$ cat src/rtl/result_sram_reader.sv
// Raster read-back of the scaler result window into a tagged valid/ready pixel stream.
// Optional running checksum of streamed pixels is built only with RESULT_READER_CHECKSUM_EN.
module result_sram_reader #(
  parameter int AW         = 14,
  parameter int DW         = 8,
  parameter int FIFO_DEPTH = 4
) (
  input  logic          CLK,
  input  logic          RST,
  input  logic          START,
  input  logic [5:0]    TW,
  input  logic [5:0]    TH,
  input  logic [DW-1:0] SRAM_Q,
  output logic          SRAM_CEN,
  output logic          SRAM_WEN,
  output logic [AW-1:0] SRAM_A,
  output logic          PIX_VALID,
  input  logic          PIX_READY,
  output logic [DW-1:0] PIX_DATA,
  output logic [5:0]    PIX_X,
  output logic [5:0]    PIX_Y,
  output logic          PIX_LAST,
  output logic          BUSY,
  output logic          DONE,
  output logic [15:0]   CHECKSUM
);
  localparam int PW = $clog2(FIFO_DEPTH);
  localparam int CW = PW + 2;

  typedef enum logic [1:0] {IDLE, RUN, FIN} state_t;
  state_t state;

  logic [5:0]    tw_r, th_r, ix, iy;
  logic [11:0]   issued, total;
  logic          busy, done;
  logic [DW-1:0] fifo_data [FIFO_DEPTH];
  logic [5:0]    fifo_x    [FIFO_DEPTH];
  logic [5:0]    fifo_y    [FIFO_DEPTH];
  logic          fifo_last [FIFO_DEPTH];
  logic [PW-1:0] rd_ptr, wr_ptr;
  logic [PW:0]   count;
  logic          inflight, fl_last;
  logic [5:0]    fl_x, fl_y;
  logic          pop, push, issue;
  logic [CW-1:0] credit;

  assign total  = 12'(tw_r) * 12'(th_r);
  assign pop    = PIX_VALID & PIX_READY;
  assign push   = inflight;
  // Slots already promised: stored entries plus the read returning now, minus what leaves now.
  assign credit = CW'(count) + CW'(inflight) - CW'(pop);
  assign issue  = (state == RUN) && (issued < total) && (credit < CW'(FIFO_DEPTH));

  assign SRAM_CEN  = ~issue;
  assign SRAM_WEN  = 1'b1;
  assign SRAM_A    = AW'(issued);
  assign PIX_VALID = (count != '0);
  assign PIX_DATA  = fifo_data[rd_ptr];
  assign PIX_X     = fifo_x[rd_ptr];
  assign PIX_Y     = fifo_y[rd_ptr];
  assign PIX_LAST  = PIX_VALID & fifo_last[rd_ptr];
  assign BUSY      = busy;
  assign DONE      = done;

  always_ff @(posedge CLK or posedge RST) begin
    if (RST) begin
      state  <= IDLE;
      busy   <= 1'b0;
      done   <= 1'b0;
      tw_r   <= '0;
      th_r   <= '0;
      ix     <= '0;
      iy     <= '0;
      issued <= '0;
    end else begin
      done <= 1'b0;
      case (state)
        IDLE: begin
          if (START) begin
            tw_r   <= TW;
            th_r   <= TH;
            ix     <= '0;
            iy     <= '0;
            issued <= '0;
            busy   <= 1'b1;
            if (TW == 6'd0 || TH == 6'd0) begin
              state <= FIN;
              done  <= 1'b1;
            end else begin
              state <= RUN;
            end
          end
        end
        RUN: begin
          if (issue) begin
            issued <= issued + 12'd1;
            if (ix == tw_r - 6'd1) begin
              ix <= '0;
              iy <= iy + 6'd1;
            end else begin
              ix <= ix + 6'd1;
            end
          end
          if (pop && PIX_LAST) begin
            state <= FIN;
            done  <= 1'b1;
          end
        end
        FIN: begin
          state <= IDLE;
          busy  <= 1'b0;
        end
        default: state <= IDLE;
      endcase
    end
  end

  always_ff @(posedge CLK or posedge RST) begin
    if (RST) begin
      rd_ptr   <= '0;
      wr_ptr   <= '0;
      count    <= '0;
      inflight <= 1'b0;
      fl_x     <= '0;
      fl_y     <= '0;
      fl_last  <= 1'b0;
      for (int i = 0; i < FIFO_DEPTH; i++) begin
        fifo_data[i] <= '0;
        fifo_x[i]    <= '0;
        fifo_y[i]    <= '0;
        fifo_last[i] <= 1'b0;
      end
    end else begin
      inflight <= issue;
      if (issue) begin
        fl_x    <= ix;
        fl_y    <= iy;
        fl_last <= (issued == total - 12'd1);
      end
      if (push) begin
        fifo_data[wr_ptr] <= SRAM_Q;
        fifo_x[wr_ptr]    <= fl_x;
        fifo_y[wr_ptr]    <= fl_y;
        fifo_last[wr_ptr] <= fl_last;
        wr_ptr            <= wr_ptr + 1'b1;
      end
      if (pop) rd_ptr <= rd_ptr + 1'b1;
      count <= count + (PW+1)'(push) - (PW+1)'(pop);
    end
  end

`ifdef RESULT_READER_CHECKSUM_EN
  logic [15:0] csum;

  always_ff @(posedge CLK or posedge RST) begin
    if (RST) begin
      csum <= '0;
    end else if (state == IDLE && START) begin
      csum <= '0;
    end else if (pop) begin
      csum <= csum + 16'(PIX_DATA);
    end
  end

  assign CHECKSUM = csum;
`else
  assign CHECKSUM = '0;
`endif

endmodule

$ cat config.mk
export PLATFORM = sky130hd
export DESIGN_NAME = result_sram_reader
export DESIGN_NICKNAME = d
export VERILOG_FILES = /design/src/rtl/result_sram_reader.sv
export SDC_FILE = /design/constraint.sdc
export NUM_CORES = 1
export LEC_CHECK = 0
export CORE_MARGIN = 2
export CORE_UTILIZATION = 45
export CTS_BUF_LIST = sky130_fd_sc_hd__clkbuf_16
export CTS_CLUSTER_DIAMETER = 40
export DETAILED_ROUTE_END_ITERATION = 12
export GPL_TIMING_DRIVEN = 0
export PLACE_DENSITY_LB_ADDON = 0.3
export SYNTH_ARGS = -nofsm -noshare
export SYNTH_HDL_FRONTEND = slang
export SYNTH_SLANG_ARGS = --single-unit
$ cat constraint.sdc
create_clock -name CLK -period 6.8 [get_ports CLK]
set_input_delay 0.68 -clock CLK [delete_from_list [all_inputs] [get_ports CLK]]
set_output_delay 0.68 -clock CLK [all_outputs]
set_load 0.02 [all_outputs]
==> reports/results.env, run 1 <==
POST_DRT_WL_PER_CELL_UM=16.3
SYNTH.DISTINCT_CELLS=59
ROUTE.MET2.WL_UM=8940
CTSLONGESTPATHBUFFERS=2
DRT_FIRST_ITER_VIOLATIONS=322
MAXCAPVIOLCOUNT=0
NUM_ANTENNA_CELLS=0
WORST_SETUP_PATH_ENDPOINT='SRAM_CEN'
NUMBER_OF_GLOBAL_ROUTE_VIAS_BEFORE_REPAIR=5841
POST_SYNTH_MOST_FREQUENT_CELLS='145 x sky130_fd_sc_hd__dfrtp_1, 84 x sky130_fd_sc_hd__mux2_2, 71 x sky130_fd_sc_hd__nand2_1, 51 x sky130_fd_sc_hd__inv_1, 43 x sky130_fd_sc_hd__ha_1'
WIRELENGTH_MET1_UM=8140
WORST-ENDPOINT-REQUIRED_NS=6.12
CLOCK_SKEW_NS=0.00680
WORST-R2R-SETUP-SLACK_NS=1.40
ACHIEVABLE-FREQUENCY_GHz=0.155
OUTCOME='complete, no violations'
COUNT_OF_SYNTHESIS_STAGE_WARNINGS_FROM_YOSYS=0
WORST-SLEW-PIN-TRANSITION_NS=0.924
SYNTH_SEQ_AREA_SHARE_PCT=42.7
DRCVIOLATIONCOUNT=0
WL_MET3_UM=554
PLACE_AREA_UM2=9480
CLK-INSERTION-DELAY-LATE_NS=0.42
PORT_BUFFERS=60
INITIAL_UTILIZATION_PCT=45.6
WORST_HOLD_PATH_TYPE='register to register'
PLACE.DETAILED.INSTANCES=1060
CLK_ROOT_BUFFER_CELL='sky130_fd_sc_hd__clkbuf_16'
CRIT_PATH_FROM='tw_r[3]'
SETUP_VIOL=0
SYNTH.TOP_CELL.AREA_SHARE_PCT=42.7
FP.DIEH_UM=141
CP-END-KIND='output port'
POST_SYNTH_INST_COUNT=748
FIN_AREA_UM2=10100
R2R-START='tw_r[3]'
TOP_SIGNAL_LAYER_USED='met4'
SLEW_VIOL_FINAL=0
DPL.HPWL_UM=13000
CTS.CLK_SLEW.WORST_PATHS_NS=0.06
REMAINING_OVERFLOW_GRT=0
WORSTPATHARRIVAL_NS=5.77
FINISH.NET_COUNT=932
SETUP_TOTAL_NEGATIVE_SLACK_NS=0
SYN-MEAN-INSTANCE-AREA_UM2=11.4
STDCELL_COUNT=1094
START_KIND='register'
REGTOREGENDPOINT='ix[4]'
VIAS=5813
TRITONCTS='yes'
GLOBAL_ROUTE.USAGE.TOTAL_PCT=19.0
POST-SYNTH-TOP-COUNT-CELL='sky130_fd_sc_hd__dfrtp_1'
FLOORPLAN.ROWS=50
CP_SLOWEST_CELL='sky130_fd_sc_hd__fa_1'
CP_CELL_INSTANCES='and2_1 > fa_1 > inv_1 > fa_1 > fa_1 > inv_1 > ha_1 > o211ai_1 > o21ai_2 > xnor2_2 > ha_1 > nand4_1 > a21oi_1 > o22ai_1 > a221o_2 > nand2_1 > buf_4 > buf_6 > dlygate4sd2_1'
DIEAREA_UM2=20000
WORSTREGTOREGCELLS=20
DRIVE_GT1_SHARE_PCT=22.0
PERIOD_NEEDED_NS=6.45
POST_SYNTH_EDFFS=0
AREA.GROWTH.SYNTH_TO_FINAL_PCT=19.1
TIMING.CRITICAL_PATH.BUF_INV=5
ANTENNA_FOUND_INITIAL=0
REPORT.POWER.TOTAL_uW=4300
SYNTH_TOP_AREA_CELL='sky130_fd_sc_hd__dfrtp_1'
DRT-TOTAL-WL_UM=17800
CLOCK_SINKS=145
CRIT_PATH_MAX_FANOUT=10
DIE_W_UM=141
MAPPEDNETLISTAREA_UM2=8490
CTS_H_TREE_DEPTH=4
TOP_LEVEL_PORTS=80
SLOWEST_DELAY_NS=0.56
CPMOSTUSEDCELL='sky130_fd_sc_hd__fa_1'
DETAIL_ROUTE.VIAS_PER_CELL=5.31
CRITICALPATHCATEGORY='register to output port'
POSTSYNTH.ASYNCRESETSHARE_PCT=100
DESIGN.CORE.AREA_UM2=18600
SYNTHFLOPTYPE='sky130_fd_sc_hd__dfrtp_1'
GRT_PASS1_WL_UM=30000
DETAIL_ROUTE.FIRST_PASS.ITERATIONS=5
TIMING.CRITICAL_PATH.MAX_DELAY_FAMILY='adder cells'
POWER-PER-CELL-AREA_nW_PER_UM2=426
FINALHOLDVIOLATIONS=0
GRT_START_MAX_NET_PINS=77
FINAL.FILL_COUNT=1619
YOSYS-TOP-CELLS-AREA='sky130_fd_sc_hd__dfrtp_1 43%, sky130_fd_sc_hd__mux2_2 11%, sky130_fd_sc_hd__ha_1 6.3%'
VDD_IR_DROP_MAX_V=0.000462
GP_ROUTABILITY_CONGESTION=0.822
SLEW-LIMIT-HEADROOM_PCT=38.4
CP_NUM_CELLS=19
PART_OF_THE_CYCLE_THE_WORST_PATH_NEEDS_PCT=94.8
FINAL_ANTENNA_NET_COUNT=0
STATIC-LEAKAGE-POWER_uW=0.00472
YS_SEQ_ELEMENTS=145
CTS-BUFFERS-INSERTED=17
HOLD_BUF_COUNT_CTS=0
## timing repair
action                     in CTS  in global routing
buffers inserted                0                  7
gates resized for setup         7                  1
pin swaps                       0                  1
setup endpoints to repair       1                  1
## worst min path at each step
stage	start	end	slack, ns	cells after the start
2_1_floorplan	state[1]	BUSY	0.44	1
3_3_place_gp	fifo_data[8]	fifo_data[8]	0.48	1
3_5_place_dp	state[1]	BUSY	0.48	1
4_1_cts	state[1]	BUSY	0.50	1
5_1_grt	state[1]	BUSY	0.51	1
6_report	count[0]	count[0]	0.50	1
## cell usage in the layout (no fill, tap or decap), types with 6 or more instances in the layout
| cell type | n |
|---|---|
| sky130_fd_sc_hd__a21oi_1 | 10 |
| sky130_fd_sc_hd__and2_1 | 28 |
| sky130_fd_sc_hd__and3_1 | 7 |
| sky130_fd_sc_hd__buf_4 | 28 |
| sky130_fd_sc_hd__clkbuf_1 | 17 |
| sky130_fd_sc_hd__clkbuf_16 | 17 |
| sky130_fd_sc_hd__clkdlybuf4s50_1 | 59 |
| sky130_fd_sc_hd__clkinv_1 | 6 |
| sky130_fd_sc_hd__conb_1 | 19 |
| sky130_fd_sc_hd__dfrtp_1 | 141 |
| sky130_fd_sc_hd__fa_1 | 18 |
| sky130_fd_sc_hd__ha_1 | 43 |
| sky130_fd_sc_hd__inv_1 | 52 |
| sky130_fd_sc_hd__mux2_1 | 12 |
| sky130_fd_sc_hd__mux2_2 | 84 |
| sky130_fd_sc_hd__mux4_2 | 21 |
| sky130_fd_sc_hd__nand2_1 | 71 |
| sky130_fd_sc_hd__nand3_1 | 26 |
| sky130_fd_sc_hd__nor2_1 | 20 |
| sky130_fd_sc_hd__nor3_1 | 9 |
| sky130_fd_sc_hd__o21ai_0 | 11 |
| sky130_fd_sc_hd__o21ai_1 | 19 |
| sky130_fd_sc_hd__o31ai_1 | 10 |
| sky130_fd_sc_hd__or2_2 | 6 |
| sky130_fd_sc_hd__xnor2_1 | 20 |
| sky130_fd_sc_hd__xor2_1 | 6 |
## where the power goes
part / internal [µW] / total, µW / switching (µW)
registers: 996 / 1170 / 172
logic: 1030 / 2230 / 1200
clock network: 566 / 911 / 345
total: 2590 / 4300 / 1720
## worst reg2reg max path, cell delays in order, from the launching register on
cell and delay (ns):
sky130_fd_sc_hd__dfrtp_2 0.49, sky130_fd_sc_hd__and2_1 0.19, sky130_fd_sc_hd__fa_1 0.53, sky130_fd_sc_hd__inv_1 0.05, sky130_fd_sc_hd__fa_1 0.47, sky130_fd_sc_hd__fa_1 0.56
sky130_fd_sc_hd__inv_1 0.05, sky130_fd_sc_hd__ha_1 0.26, sky130_fd_sc_hd__a211oi_2 0.32, sky130_fd_sc_hd__nor2_1 0.13, sky130_fd_sc_hd__xnor2_2 0.27, sky130_fd_sc_hd__ha_1 0.29
sky130_fd_sc_hd__a21o_1 0.16, sky130_fd_sc_hd__a21o_1 0.16, sky130_fd_sc_hd__a21o_1 0.18, sky130_fd_sc_hd__nor4_1 0.17, sky130_fd_sc_hd__a221o_2 0.25, sky130_fd_sc_hd__a21oi_2 0.11
sky130_fd_sc_hd__buf_6 0.16, sky130_fd_sc_hd__or2_4 0.28, sky130_fd_sc_hd__o31ai_2 0.22
## cell families after synthesis
logic type,share of synthesized area [%]
simple gates,11.5
flops,42.7
mux,18.3
buf+inv,5.61
compound gates,7.84
fa+ha+maj,10.6
xor+xnor,3.34
other cells,0.0884
## routing by layer
layer | GRT usage, % | vias up
li1 | - | 2792
met1 | 25.1 | 2895
met2 | 32.1 | 109
met3 | 3.58 | 17
met4 | 5.42 | 0
met5 | 0 | -
## state kept, by name, summed over array words and instances (netlist names)
signal / cells
fl_x: 6
issued: 12
fifo_last: 4
DONE: 1
state: 2
fl_y: 6
wr_ptr: 2
BUSY: 1
rd_ptr: 2
fl_last: 1
th_r: 6
fifo_data: 32
iy: 6
fifo_x: 24
tw_r: 6
fifo_y: 24
inflight: 1
ix: 6
count: 3
## cell type report
type                    count  area (µm²)  area share [%]
multi-input cells         520        4470            44.2
flip-flops and latches    145        3630            35.9
repair buffers             68         679            6.72
clock buffers              17         425            4.21
well taps                 234         293            2.89
plain buffers              44         267            2.63
inverters                  51         196            1.94
clock inverters            15         151            1.50
## per-stage QoR
stage	utilization (%)	hold slack (ns)	setup WS, ns
2_1_floorplan	-	0.445	1.40
3_3_place_gp	50.7	0.481	-0.00443
6_report	54.3	0.497	0.350
4_1_cts	54.0	0.496	0.241
3_5_place_dp	50.9	0.481	0.0356
5_1_grt	54.3	0.509	-0.000402
(Power assumes the default switching activity.)
==> run 2: changes to the inputs <==
- CORE_UTILIZATION: 45 -> 57
==> run 2 against run 1 <==
Wire length up 5.0%. Power up 1.1%. Die area down 20%. Sequential power about the same. Core utilization up 15 points. Via count up 3.3%. Fmax down 0.97%. Clock power down 0.8%. Clock skew up 0.0021 ns. Clock-buffer cell count unchanged. Final area down 0.67%. Critical path type unchanged.
==> reports/results.env, run 2 (synthesized netlist as in run 1, its figures left out) <==
WORST-R2R-SETUP-SLACK_NS=1.31  # -0.09 ns
DRCVIOLATIONCOUNT=0  # unchanged
PERIOD_NEEDED_NS=6.51  # +0.0633 ns
REPORTED_NET_SWITCHING_POWER_uW=1770  # +2.8%
CP_SLOWEST_CELL='sky130_fd_sc_hd__fa_1'
GRT_PASS1_WL_UM=31400  # +5.0%
CLK-INSERTION-DELAY-LATE_NS=0.41  # about the same
CTSLONGESTPATHBUFFERS=2  # unchanged
FLOORPLAN.ROWS=44  # -12%
GRT_UTIL_MET3_PCT=4.76  # +1.2 points
LAYOUT_TOP_REGISTERS='fifo_data x32, fifo_x x24, fifo_y x24'
INITIAL_UTILIZATION_PCT=58.4  # +13 points
CRITICALPATHCATEGORY='register to output port'
SLEW_VIOL_FINAL=0  # unchanged
REMAINING_OVERFLOW_GRT=0  # unchanged
GP_ROUTABILITY_CONGESTION=0.830  # +0.91%
CLOCK_SINKS=145  # unchanged
CTS.CLK_SLEW.WORST_PATHS_NS=0.06  # about the same
SLOWEST_DELAY_NS=0.57  # about the same
FP.DIEH_UM=126  # -11%
CRIT_PATH_FROM='tw_r[4]'
TIMING.HOLD.WORST_ENDPOINT='BUSY'
POST_DRT_WL_PER_CELL_UM=18.0  # +10%
DETAIL_ROUTE.VIAS_PER_CELL=5.77  # +8.6%
CRIT_PATH_MAX_FANOUT=10  # unchanged
TRITONCTS='yes'
VIAS=6007  # +3.3%
DRT_FIRST_ITER_VIOLATIONS=371  # +15%
DETAIL_ROUTE.FIRST_PASS.ITERATIONS=5  # unchanged
FINAL_COMMON_CELL='sky130_fd_sc_hd__dfrtp_1'
FINAL_ANTENNA_NET_COUNT=0  # unchanged
WORSTREGTOREGCELLS=20  # unchanged
CLK_ROOT_BUFFER_CELL='sky130_fd_sc_hd__clkbuf_16'
HOLD_PATH_STARTPOINT='state[1]'
START_KIND='register'
P_INT_uW=2590  # about the same
DIE_W_UM=126  # -11%
GRT_START_MAX_NET_PINS=98  # +27%
WORST-SLEW-PIN-TRANSITION_NS=1.04  # +0.114 ns
VDD_IR_DROP_MAX_V=0.000395  # -15%
PLACE.DETAILED.INSTANCES=1010  # -4.7%
POWER.COMBINATIONAL.FRACTION_PCT=52.4  # +0.7 points
SLEW-LIMIT-HEADROOM_PCT=30.8  # -7.6 points
POST-PLACE-WS_NS=0.0290  # -0.00664 ns
LARGEST_REG_FLOPS=32  # unchanged
DIEAREA_UM2=15900  # -20%
REGTOREGENDPOINT='ix[4]'
POWER-PER-CELL-AREA_nW_PER_UM2=433  # +1.8%
TOP_LEVEL_PORTS=80  # unchanged
MOST_FREQUENT_CELLS_IN_THE_LAYOUT='141 x sky130_fd_sc_hd__dfrtp_1, 84 x sky130_fd_sc_hd__mux2_2, 71 x sky130_fd_sc_hd__nand2_1, 59 x sky130_fd_sc_hd__clkdlybuf4s50_1, 53 x sky130_fd_sc_hd__inv_1'
FINAL.SETUP.WORST_SLACK_NS=0.287  # -0.0633 ns
CP_CELL_INSTANCES='and2_1 > fa_1 > inv_1 > fa_1 > fa_1 > inv_1 > ha_1 > a211oi_2 > nor2_1 > xnor2_2 > ha_1 > a21o_1 > a21o_1 > a21o_1 > nor4_1 > a221o_2 > nand2_1 > buf_4 > buf_6 > dlygate4sd2_1'
GLOBAL_ROUTE.USAGE.TOTAL_PCT=24.6  # +5.7 points
NUM_ANTENNA_CELLS=0  # unchanged
SETUP_VIOL=0  # unchanged
CTS_H_TREE_DEPTH=4  # unchanged
WORST-ENDPOINT-REQUIRED_NS=6.12  # about the same
OUTCOME='complete, no violations'
ANTENNA_FOUND_INITIAL=0  # unchanged
GRT_USE_MET2_PCT=43.8  # +12 points
REGISTERS.TOP_BY_FF_COUNT='fifo_data'
WORSTPATHARRIVAL_NS=5.83  # +0.06 ns
STATIC-LEAKAGE-POWER_uW=0.00473  # +0.13%
STDCELL_COUNT=1041  # -4.8%
DRT-TOTAL-WL_UM=18700  # +5.0%
MAXCAPVIOLCOUNT=0  # unchanged
DRIVE_GT1_SHARE_PCT=21.9  # -0.040 points
SETUP_TOTAL_NEGATIVE_SLACK_NS=0  # unchanged
GRT_MOST_USED_LAYER='met2'
CP-END-KIND='output port'
DESIGN.CORE.AREA_UM2=14500  # -22%
CLOCK_SKEW_NS=0.00889  # +0.00210 ns
MIN_PATH_CELLS=1  # unchanged
SEQUENTIAL_POWER_SHARE_PCT=26.9  # -0.2 points
POSTLAYOUTCOREUTIL_PCT=69.1  # +15 points
POWER_SWITCHING_SHARE_PCT=40.5  # +0.65 points
PART_OF_THE_CYCLE_THE_WORST_PATH_NEEDS_PCT=95.8  # +0.93 points
GRT_USE_MET1_PCT=30.6  # +5.5 points
SHARE_CLK_OF_TOTAL_POWER_PCT=20.8  # -0.4 points
FINISH.NET_COUNT=929  # -0.32%
R2R-START='tw_r[4]'
ACHIEVABLE-FREQUENCY_GHz=0.154  # -0.97%
DPL.HPWL_UM=13600  # +4.8%
WORST_HOLD_PATH_TYPE='register to register'
NUMBER_OF_GLOBAL_ROUTE_VIAS_BEFORE_REPAIR=6397  # +9.5%
FIN_WORST_HOLD_SLACK_NS=0.496  # -0.000975 ns
PORT_BUFFERS=60  # unchanged
CTS-BUFFERS-INSERTED=17  # unchanged
AREA.GROWTH.SYNTH_TO_FINAL_PCT=18.3
FINALHOLDVIOLATIONS=0  # unchanged
-- run 2: area by class of cell --
cell class / count / area (µm²)
buffer: 44 / 267
inverter: 51 / 196
multi-input combinational: 520 / 4470
sequential: 145 / 3630
timing repair buffer: 65 / 669
clock inverter: 15 / 153
clock buffer: 17 / 425
tap: 184 / 230
fill: 1033 / 4490
-- run 2: per-layer routing --
metal  vias up  part of all wire [%]  wire length, µm
li1       2788                     -                -
met1      3063                    42             7810
met2       131                    53             9970
met3        25                   3.4              635
met4         0                   1.7              325
met5         -                     0                0
-- run 2: repair_timing --
item,4_1_cts,5_1_grt
cloned,0,0
pin swaps,0,3
hold buffers,0,0
resized for setup,6,3
hold endpoints to repair,0,0
setup buffers,0,4
setup endpoints to repair,1,1
-- run 2: power groups by stage --
stage | logic (µW) | clock network (µW) | registers, µW
after detailed placement | 2190 | 0 | 1140
after floorplan | 1680 | 0 | 1100
after CTS | 2190 | 915 | 1170
after global routing | 2550 | 951 | 1190
final | 2280 | 904 | 1170
after global placement | 2100 | 0 | 1130
-- run 2: through the flow --
step	power, µW	instance area, µm²
floorplan	2770	8560
global placement	3230	9390
detailed placement	3330	9420
CTS	4280	10000
global route	4690	10000
finish	4350	10000
-- run 2: worst max path at each step --
stage | endpoint | slack, ns | cells after the start
finish | SRAM_CEN | 0.29 | 20
global route | SRAM_CEN | -0.0002 | 20
CTS | SRAM_CEN | 0.20 | 20
detailed placement | SRAM_CEN | 0.03 | 21
global placement | SRAM_CEN | 0.11 | 21
floorplan | SRAM_CEN | 1.40 | 20
-- run 2: critical path, delay by kind of cell, from the launching register on --
kind	cells	cell delay (ns)
adders and majority gates	5	2.13
AOI/OAI and AO/OA	5	1.05
buffers and inverters	5	0.77
and+or+nand+nor	4	0.65
DFF	1	0.52
xor gates and xnor gates	1	0.30
